===== src/rtl/mm_pkg.sv =====
// Shared constants and types for the blocked matrix multiplier datapath.
package mm_pkg;

  localparam int unsigned N  = 16;
  localparam int unsigned Tn = N * N;
  localparam int unsigned DW = 16;
  localparam int unsigned AW = 8;

  typedef enum logic [2:0] {IDLE, LOAD_A, LOAD_B, KICK, WAIT} ld_state_t;

  typedef logic [DW-1:0] elem_t;

endpackage


===== src/rtl/mm_operand_loader.sv =====
// Streams A then B (row-major) into the operand RAMs, kicks the multiplier once the
// last B write is on the bus, and holds the stream off until the multiplier is done.
module mm_operand_loader
  import mm_pkg::*;
(
  input  logic          clk,
  input  logic          rst,
  input  logic          s_valid,
  output logic          s_ready,
  input  logic [DW-1:0] s_data,
  input  logic          s_last,
  output logic          wea,
  output logic [AW-1:0] wa_addr,
  output logic [DW-1:0] wa_data,
  output logic          web,
  output logic [AW-1:0] wb_addr,
  output logic [DW-1:0] wb_data,
  output logic          mm_start,
  input  logic          mm_done,
  output logic          busy,
  output logic          err_len
);

  if (Tn > (2 ** AW)) begin : gen_size_check
    $error("mm_operand_loader: N*N does not fit in AW address bits");
  end

  localparam logic [AW-1:0] LastIdx = AW'(Tn - 1);

  ld_state_t     state_q, state_d;
  logic [AW-1:0] cnt_q, cnt_d;
  logic          err_q, err_d;
  logic          ready_q, ready_d;
  logic          wea_q, web_q, start_q;
  logic [AW-1:0] wa_addr_q, wb_addr_q;
  elem_t         wa_data_q, wb_data_q;

  logic accept, last_elem, in_a, in_b;

  assign accept    = s_valid & ready_q;
  assign last_elem = (cnt_q == LastIdx);
  assign in_a      = (state_q == IDLE) || (state_q == LOAD_A);
  assign in_b      = (state_q == LOAD_B);

  always_comb begin
    state_d = state_q;
    cnt_d   = cnt_q;
    err_d   = err_q;
    unique case (state_q)
      IDLE, LOAD_A: begin
        if (accept) begin
          if (s_last) begin
            // Premature frame end: keep the write, drop the frame.
            err_d   = 1'b1;
            state_d = IDLE;
            cnt_d   = '0;
          end else if (last_elem) begin
            state_d = LOAD_B;
            cnt_d   = '0;
          end else begin
            state_d = LOAD_A;
            cnt_d   = cnt_q + AW'(1);
          end
        end
      end
      LOAD_B: begin
        if (accept) begin
          if (last_elem) begin
            err_d   = err_q | ~s_last;
            state_d = KICK;
            cnt_d   = '0;
          end else if (s_last) begin
            err_d   = 1'b1;
            state_d = IDLE;
            cnt_d   = '0;
          end else begin
            cnt_d = cnt_q + AW'(1);
          end
        end
      end
      KICK:    state_d = WAIT;
      WAIT:    if (mm_done) state_d = IDLE;
      default: state_d = IDLE;
    endcase
    ready_d = (state_d == IDLE) || (state_d == LOAD_A) || (state_d == LOAD_B);
  end

  always_ff @(posedge clk or posedge rst) begin
    if (rst) begin
      state_q   <= IDLE;
      cnt_q     <= '0;
      err_q     <= 1'b0;
      ready_q   <= 1'b0;
      wea_q     <= 1'b0;
      web_q     <= 1'b0;
      start_q   <= 1'b0;
      wa_addr_q <= '0;
      wa_data_q <= '0;
      wb_addr_q <= '0;
      wb_data_q <= '0;
    end else begin
      state_q <= state_d;
      cnt_q   <= cnt_d;
      err_q   <= err_d;
      ready_q <= ready_d;
      wea_q   <= accept & in_a;
      web_q   <= accept & in_b;
      // KICK is the cycle the last B write is on the bus, so start follows it.
      start_q <= (state_q == KICK);
      if (accept && in_a) begin
        wa_addr_q <= cnt_q;
        wa_data_q <= s_data;
      end
      if (accept && in_b) begin
        wb_addr_q <= cnt_q;
        wb_data_q <= s_data;
      end
    end
  end

  assign s_ready  = ready_q;
  assign wea      = wea_q;
  assign wa_addr  = wa_addr_q;
  assign wa_data  = wa_data_q;
  assign web      = web_q;
  assign wb_addr  = wb_addr_q;
  assign wb_data  = wb_data_q;
  assign mm_start = start_q;
  assign busy     = (state_q != IDLE);
  assign err_len  = err_q;

endmodule


===== config.mk =====
export PLATFORM = sky130hd
export DESIGN_NAME = mm_operand_loader
export DESIGN_NICKNAME = d
export VERILOG_FILES = /design/src/rtl/mm_pkg.sv /design/src/rtl/mm_operand_loader.sv
export SDC_FILE = /design/constraint.sdc
export NUM_CORES = 1
export LEC_CHECK = 0
export CELL_PAD_IN_SITES_DETAIL_PLACEMENT = 1
export CELL_PAD_IN_SITES_GLOBAL_PLACEMENT = 2
export CORE_MARGIN = 5
export CORE_UTILIZATION = 34
export DETAILED_ROUTE_END_ITERATION = 12
export PLACE_DENSITY_LB_ADDON = 0.1
export SLEW_MARGIN = 20
export SYNTH_ARGS = -nofsm -noshare
export SYNTH_HDL_FRONTEND = slang
export SYNTH_SLANG_ARGS = --single-unit
export TNS_END_PERCENT = 10

===== constraint.sdc =====
create_clock -name clk -period 5.3 [get_ports clk]
set_clock_uncertainty 0.05 [all_clocks]
set_input_delay 1.59 -clock clk [delete_from_list [all_inputs] [get_ports clk]]
set_output_delay 1.59 -clock clk [all_outputs]
set_load 0.01 [all_outputs]

==> impl_metrics.csv <==
group,metric,value,unit
finish,finish.net_count,283,
setup_path,critical_path.startpoint_type,"flip-flop",
finish,final_area,0.00364,mm^2
finish,fillerInstances,786,
synth,post_synth_inst_count,181,
synth,post_synth_main_area_contributors,"dfrtp_1 (61%), mux2_2 (20%), o21ai_0 (1.7%), buf_6 (1.3%), or2_2 (0.96%)",
cts,hold_fix_buffers_at_cts,0,
die,die_area,0.00951,mm^2
place,number_of_port_buffers,74,
synth,synth.cell_area,0.00260,mm^2
sta,finalMaxSlewViolations,0,
synth,ys_ff_latch,64,
cts,cts_setup_buffers,0,
pwr,net-switching-power,240,uW
setup_path,critPathRequiredTime,3660,ps
sta,setup_total_negative_slack,0,ps
status,status,"finished, final reports clean",
finish,area_of_the_multi_input_gates,945,um^2
place,place_ws,1840,ps
pwr,power_frac_seq,49.4,%
pwr,powerDensity,292,mW/mm^2
sta,worst_slack,1970,ps
die,die-width,97.5,um
cts,cts_root_buffer,"clkbuf_8",
die,placementRows,32,
detailed_routing,first_pass_drt_iterations,4,
sta,max-slew-margin-rel,46.1,%
synth,yosysTopAreaCellShare,61.5,%
sta,post-route-period-util,62.9,%
pwr,vdd.ir_drop.worst,0.191,mV
pwr,clkPwrFrac,40.3,%
setup_path,crit_type,"flip-flop to output port",
pwr,internal-power,824,uW
cts,htree_levels,3,
pwr,static-leakage-power,1.60,nW
synth,ys_types,41,
synth,synthesis.nets,203,
finish,regArea,0.00160,mm^2
cts,cts_tree,"built",
setup_path,cp_capture_type,"output port",
detailed_routing,route.detailed.vias_per_inst,4.83,
setup_path,crit_path_max_fanout,10,
die,starting_density,34.2,%
synth,synth.yosys.warnings,0,
detailed_routing,post-route-drc-count,0,
place,placed_cell_area,0.00344,mm^2
global_route,pin_count_of_the_biggest_net_entering_global_routing,46,
setup_path,critical_path_arrival,1690,ps
sta,timing.final.crit_period,3330,ps
die,design.core.area,0.00761,mm^2
finish,finalNonFillerCells,367,
sta,fmaxAchievable,300,MHz
die,pin_count,75,
sta,grt_setup_unrepaired,"false",
pwr,power.share.switching,22.5,%
cts,clock_sinks,64,
detailed_routing,wl_per_cell,16.8,um
finish,layout.core_utilization,47.9,%
sta,hold_viol,0,
global_route,grt_use_total,13.7,%
synth,seq_area_frac_synth,61.5,%
cts,postCtsResizedCells,0,
global_route,grt-ovfl-total,0,
cts,cts_buffers,9,
global_route,grt_first_pass_wirelength,10300,um
min_path,min_delay_path_class,"flip-flop to flip-flop",
place,placedCellCount,352,
sta,setup_viol,0,
detailed_routing,detail-route-antenna-nets,0,
sta,worstMarginPinSlew,808,ps
global_route,antenna_found_initial,0,
synth,post_synth.cell_area_avg,14.4,um^2
detailed_routing,wl,6160,um
detailed_routing,routed-via-count,1771,
cts,clock_latency,320,ps
pwr,power.share.combinational,10.3,%
global_route,via_count_of_the_first_global_routing_pass,1916,
place,globalplace.congestion,0.693,
job,maxCapViolations,0,
place,detailed_place_hpwl,4130,um
finish,antennaDiodeCount,0,
sta,worst_hold_slack,446,ps
pwr,p_total,1.06,mW
finish,p_r_area_growth_vs_syn,39.9,%
detailed_routing,detailedRoute.firstIterationViolations,18,
synth,netlist.top_cell.by_area,"dfrtp_1",
finish,post_route_cells_drive_above_1_share,27.9,%
cts,clk_buf_depth,2,
die,chipHeight,97.5,um
cts,clkSlewWorstSetupHoldPaths,70,ps
worst max-delay path, stage by stage, from the launching register on:
cell and delay (ps):
dfrtp_1 490, or3_1 380, clkdlybuf4s50_1 500
synthesized netlist by cell type:
| library cell | instances |
|---|---|
| a211o_1 | 1 |
| a21oi_1 | 3 |
| a22o_1 | 1 |
| a22oi_1 | 1 |
| a31oi_1 | 2 |
| and3_1 | 1 |
| and3b_1 | 1 |
| buf_4 | 2 |
| buf_6 | 3 |
| clkbuf_1 | 1 |
| clkbuf_2 | 1 |
| dfrtp_1 | 64 |
| ha_1 | 1 |
| inv_1 | 2 |
| mux2_1 | 1 |
| mux2_2 | 47 |
| mux2i_1 | 1 |
| nand2_1 | 6 |
| nand2_2 | 1 |
| nand2b_1 | 2 |
| nand3_1 | 3 |
| nand3b_1 | 1 |
| nand4_1 | 2 |
| nand4bb_1 | 1 |
| nor2_1 | 4 |
| nor2_8 | 1 |
| nor3_1 | 1 |
| nor3_2 | 1 |
| nor3b_1 | 1 |
| nor4b_1 | 1 |
| o21ai_0 | 9 |
| o21ba_2 | 1 |
| o21bai_1 | 1 |
| o31a_1 | 1 |
| o31ai_1 | 2 |
| o41ai_1 | 1 |
| or2_2 | 4 |
| or3_1 | 1 |
| or3b_4 | 1 |
| or4_1 | 1 |
| xnor2_1 | 1 |
cells by family after synthesis:
group                      after synthesis  synth area share [%]
DFF                                     64                  61.5
adders and majority gates                1                 0.480
AOI/OAI and AO/OA                       23                  5.67
buffers and inverters                    9                  2.50
and+or+nand+nor                         34                  8.41
muxes                                   49                  21.1
xor gates and xnor gates                 1                 0.336
worst paths after layout:
| check | depth (start not counted) | endpoint | slack (ps) | start |
|---|---|---|---|---|
| min in group asynchronous | 2 | wa_data[0] | 1670 | rst |
| min reg2reg | 1 | err_len | 450 | err_len |
| min | 1 | err_len | 450 | err_len |
| max reg2reg | 3 | wb_addr[3] | 3350 | state_q[1] |
| max | 2 | busy | 1970 | state_q[1] |
| max in group asynchronous | 3 | wb_addr[4] | 2780 | rst |
cell type report:
type                    count  area share (%)
inverters                   2           0.240
multi-input cells         108            25.9
flip-flops and latches     64            44.0
clock inverters             3            1.10
clock buffers              12            4.53
repair buffers             76            20.7
well taps                 102            3.50
cells in the final DEF, fill, tap and decap left out, drive strengths merged, types with 2 or more instances in the layout:
cell type      instances
nand2b                 2
clkinv                 3
or2                    4
nor2                   5
a31oi                  2
o31ai                  2
clkbuf                12
o21ai                  9
mux2                  48
a21oi                  3
nand2                  7
clkdlybuf4s50         74
nor3                   2
buf                    2
nand3                  3
nand4                  2
dfrtp                 64
sequential cells by signal (all words and copies together), names as in the netlist:
name	count
wb_data	16
s_ready	1
wea	1
err_len	1
wa_addr	8
state_q	3
cnt_q	8
wb_addr	8
wa_data	16
web	1
mm_start	1
per-layer routing:
metal	routed length (um)	part of all wire (%)	vias up	track usage, %
met2	2800	46	50	20.8
met3	434	7.0	6	5.10
met5	0	0	-	0
met1	2840	46	902	17.7
met4	82	1.3	0	5.11
li1	-	-	813	-
power by group through the flow:
stage	Sequential, mW	Combinational [mW]	Clock, mW
after floorplan	0.539	0.0411	0
after global placement	0.534	0.111	0
after detailed placement	0.535	0.112	0
after CTS	0.526	0.112	0.446
after global routing	0.529	0.120	0.471
final	0.525	0.110	0.429
(Power assumes the default switching activity.)
